**src/rtl/systolic1_ctrl.sv**
```systemverilog
// Job controller for a 32-lane systolic MAC row: clears the accumulators, streams LEN image
// words with their weight addresses, drains the array, then holds results until the consumer takes them.
module systolic1_ctrl #(
   parameter int LEN       = 784,
   parameter int ADDR_W    = 10,
   parameter int DRAIN_CYC = 2
) (
   input  logic              clk,
   input  logic              rst,
   input  logic              go,
   input  logic              img_valid,
   input  logic [31:0]       img_data,
   output logic              img_ready,
   output logic [31:0]       image,
   output logic [ADDR_W-1:0] pix_idx,
   output logic              mac_start,
   output logic              mac_stop,
   output logic              busy,
   output logic              res_valid,
   input  logic              res_ready,
   output logic              done
);

   localparam logic [ADDR_W-1:0] LAST_IDX   = ADDR_W'(LEN - 1);
   localparam logic [3:0]        DRAIN_LAST = 4'(DRAIN_CYC - 1);

   typedef enum logic [2:0] {IDLE, CLEAR, STREAM, DRAIN, HOLD} state_t;

   state_t            state;
   logic [ADDR_W-1:0] cnt;
   logic [3:0]        dcnt;
   logic              accept;

   assign accept = img_valid & img_ready;
   // done is tied to the handshake cycle itself, so it cannot be registered; reset masks it.
   assign done   = res_valid & res_ready & ~rst;

   always_ff @(posedge clk) begin
      if (rst) begin
         state     <= IDLE;
         cnt       <= '0;
         dcnt      <= '0;
         image     <= '0;
         pix_idx   <= '0;
         img_ready <= 1'b0;
         mac_start <= 1'b0;
         mac_stop  <= 1'b0;
         busy      <= 1'b0;
         res_valid <= 1'b0;
      end else begin
         case (state)
            IDLE: begin
               if (go) begin
                  state     <= CLEAR;
                  mac_start <= 1'b1;
                  busy      <= 1'b1;
                  image     <= '0;
                  cnt       <= '0;
               end
            end
            CLEAR: begin
               state     <= STREAM;
               mac_start <= 1'b0;
               img_ready <= 1'b1;
               cnt       <= '0;
            end
            STREAM: begin
               // A bubble feeds zero so the accumulators see no contribution.
               if (accept) begin
                  image   <= img_data;
                  pix_idx <= cnt;
                  if (cnt == LAST_IDX) begin
                     state     <= DRAIN;
                     img_ready <= 1'b0;
                     dcnt      <= '0;
                     mac_stop  <= (DRAIN_LAST == 4'd0);
                  end else begin
                     cnt <= cnt + 1'b1;
                  end
               end else begin
                  image <= '0;
               end
            end
            DRAIN: begin
               image <= '0;
               if (dcnt == DRAIN_LAST) begin
                  state     <= HOLD;
                  mac_stop  <= 1'b0;
                  res_valid <= 1'b1;
               end else begin
                  dcnt     <= dcnt + 4'd1;
                  mac_stop <= ((dcnt + 4'd1) == DRAIN_LAST);
               end
            end
            HOLD: begin
               if (res_ready) begin
                  state     <= IDLE;
                  res_valid <= 1'b0;
                  busy      <= 1'b0;
               end
            end
            default: state <= IDLE;
         endcase
      end
   end

endmodule

```
**config.mk**
```make
export PLATFORM = sky130hd
export DESIGN_NAME = systolic1_ctrl
export DESIGN_NICKNAME = d
export VERILOG_FILES = /design/src/rtl/systolic1_ctrl.sv
export SDC_FILE = /design/constraint.sdc
export NUM_CORES = 1
export LEC_CHECK = 0
export CORE_UTILIZATION = 42
export DETAILED_ROUTE_END_ITERATION = 8
export GPL_ROUTABILITY_DRIVEN = 1
export PLACE_DENSITY = 0.83
export SYNTH_ARGS = -nofsm -noshare
export SYNTH_HDL_FRONTEND = slang
export SYNTH_SLANG_ARGS = --single-unit
```
**constraint.sdc**
```tcl
create_clock -name clk -period 1.45 [get_ports clk]
set_input_delay 0.3625 -clock clk [delete_from_list [all_inputs] [get_ports clk]]
set_output_delay 0.3625 -clock clk [all_outputs]
set_load 0.03 [all_outputs]
```
==> impl_metrics.tcl <==
set metrics [dict create \
    internal-power_mw 2.856 \
    viasPerCell 5.555 \
    violations "negative setup slack" \
    p_seq_frac 0.462 \
    synthTopCellsByArea "dfxtp_1 (47%), a22oi_1 (8.9%), nor2_1 (5.4%)" \
    ys.warnings.count 0 \
    crit_cells 7 \
    start_kind "register" \
    synth_xor_area_frac 0.009713 \
    setup_viol 58 \
    path_cells "or3b_4 -> buf_6 -> nor2_4 -> buf_12 -> buf_12 -> nand2_1 -> a21oi_2" \
    synthesis.area_um2 2705 \
    clock_sinks 64 \
    ys_ff_latch 64 \
    max_slew_margin 0.7906 \
    synth_compound_area_frac 0.2498 \
    fin_util 0.7031 \
    tightest_slew_ns 0.3154 \
    core_um2 6061 \
    power.share.switching 0.2757 \
    crit_top_cell "buf_12" \
    slowest_delay_ns 0.42 \
    final_common_cell "dfxtp_1" \
    synth_top_area_share 0.4736 \
    synthFlopType "dfxtp_1" \
    grt_max_degree 36 \
    nets 465 \
    cts_tree "built" \
    synth_adder_area_share 0.01850 \
    worst_slack_ns -0.1218 \
    ctsLongestPathBuffers 2 \
    p_clk_frac 0.346 \
    period_share 1.084 \
    finalHoldViolations 0 \
    ys_async_sr_fraction 0 \
    slew_violations 0 \
    place.gp.congestion 0.8904 \
    timing.hold.ws_ns 0.4527 \
    drc_errors 0 \
    stdcell_count 503 \
    p_leak_nw 1.652 \
    irDropWorstVdd_uv 891.0 \
    rsz0062_at_grt "true" \
    drt-initial-drc-count 238 \
    cp_max_fo 8 \
    crit_buf_inv 3 \
    dieArea_um2 6766 \
    grt_pass1_vias 2723 \
    die_height_um 82.26 \
    clk_latency_ns 0.34 \
    cpMaxStageDelayCell "or3b_4" \
    fin_crit_ns 1.572 \
    num_rows 28 \
    antenna_found_initial 0 \
    htree_levels 3 \
    cp.arrival_ns 1.85 \
    avgSynthCellArea_um2 9.077 \
    synthMuxAreaShare 0 \
    syn_to_final_growth_pct 57.54 \
    critPathRequiredTime_ns 1.73 \
    place_inst 475 \
    critical_path_class "register to register" \
    most-common-layout-cells "dfxtp_1 (59), nor2_1 (38), buf_4 (37)" \
    dp_hpwl_um 5009 \
    clk_pin_slew_ns 0.07 \
    r2r_cells 7 \
    dr.pass1.iters 4 \
    ant_nets 0 \
    initial_core_util 0.4463 \
    worstHoldPathType "register to register" \
    max_freq_mhz 636.2 \
    grt-ovfl-total 0 \
    pwr-share-comb 0.192 \
    syn_inst 298 \
    p_switching_mw 1.087 \
    cts_made_buffers 9 \
    postCtsHoldBufs 0 \
    status "finished with violations" \
    via_count 2794 \
    track_usage 0.2468 \
    syn_nets 339 \
    pin_count 85 \
    drv_cap 0 \
    ys_seq_area_frac 0.4736 \
    drive_above_1_share 0.3178 \
    wl_per_cell_um 15.59 \
    fin_skew_ns 0.007931 \
    antennaDiodeCount 0 \
    root_buffer "clkbuf_8" \
    synth_edf_count 0 \
    synth_top_family_by_area "compound AO/OA/AOI/OAI gates" \
    io_buffers 84 \
    end_kind "register" \
    yosys.area_share.simple 0.2017 \
    yosys.area.top_type "dfxtp_1" \
    power.density_nw_per_um2 925.4 \
    die_w_um 82.26 \
    cp_top_family "simple AND/OR/NAND/NOR gates" \
    synth.distinct_cells 58 \
    hold_depth 2 \
    routed_wirelength_um 7842 \
    grt_pass1_wl_um 12640 \
]
cell type report:
| type | instances | area [um^2] |
|---|---|---|
| multi-input combinational | 207 | 1459 |
| inverter | 7 | 26.28 |
| clock inverter | 3 | 17.52 |
| tap | 75 | 93.84 |
| sequential | 64 | 1287 |
| clock buffer | 12 | 155.1 |
| timing repair buffer | 135 | 1222 |
| fill | 425 | 1799 |
worst min-delay path, stage by stage, from the launching register on:
cell and delay [ns]:
dfxtp_1 0.31, nand2_1 0.05, a21oi_1 0.05
layer usage:
layer	global-route usage	vias to the layer above	wire (um)
met1	0.2914	1328	3142
li1	-	1336	-
met4	0.1175	0	186
met5	0	-	0
met3	0.07582	20	637
met2	0.4066	110	3877
power by group through the flow:
stage | logic (mW) | registers [mW] | clock network [mW]
2_1_floorplan | 0.329 | 1.90 | 0
3_3_place_gp | 0.649 | 1.86 | 0
3_5_place_dp | 0.662 | 1.86 | 0
4_1_cts | 0.712 | 1.82 | 1.37
5_1_grt | 0.809 | 1.83 | 1.46
6_report | 0.756 | 1.82 | 1.36
repair_timing:
action / CTS / global route
gates resized for setup: 88 / 78
setup buffers: 9 / 6
setup endpoints to repair: 99 / 98
pin swaps: 22 / 29
gates cloned: 2 / 0
hold endpoints to repair: 0 / 0
worst paths after layout:
path	start	endpoint	slack, ns
hold / removal	pix_idx[9]$_SDFFE_PP0P_	pix_idx[9]$_SDFFE_PP0P_	0.45
setup reg to reg	state[2]$_SDFFE_PP0P_	pix_idx[6]$_SDFFE_PP0P_	-0.12
hold reg to reg	pix_idx[9]$_SDFFE_PP0P_	pix_idx[9]$_SDFFE_PP0P_	0.45
setup / recovery	state[2]$_SDFFE_PP0P_	pix_idx[6]$_SDFFE_PP0P_	-0.12
cells in the mapped netlist, types with 3 or more instances:
master,n
a21o_1,3
a21oi_1,21
a22oi_1,32
a311oi_1,3
buf_2,7
clkbuf_1,9
dfxtp_1,64
ha_1,4
inv_1,7
nand2_1,30
nand3_1,9
nand4_1,3
nor2_1,39
nor3_1,4
o211ai_1,3
o21ai_0,8
or3_1,3
kinds of logic after synthesis:
group                    after synthesis
flip-flops                            64
buffers and inverters                 27
XOR/XNOR                               3
AND/OR/NAND/NOR                      107
adder cells (fa/ha/maj)                4
AO/OA/AOI/OAI                         93
registers in the layout (all words and copies together) (netlist names):
name,flops
dcnt,4
image,32
mac_start,1
state,3
mac_stop,1
img_ready,1
res_valid,1
pix_idx,10
cnt,10
busy,1
stage by stage:
stage / setup TNS, ns / cell area [um^2] / setup slack [ns] / power, mW
finish: -3.862 / 4262 / -0.1218 / 3.944
global route: -9.033 / 4262 / -0.2103 / 4.095
CTS: -2.945 / 4215 / -0.1188 / 3.901
detailed placement: -16.05 / 3885 / -0.4343 / 2.521
global placement: -14.89 / 3885 / -0.3950 / 2.508
floorplan: -0.1081 / 2723 / -0.04944 / 2.229
No activity file was read; power rests on OpenSTA's default activity.
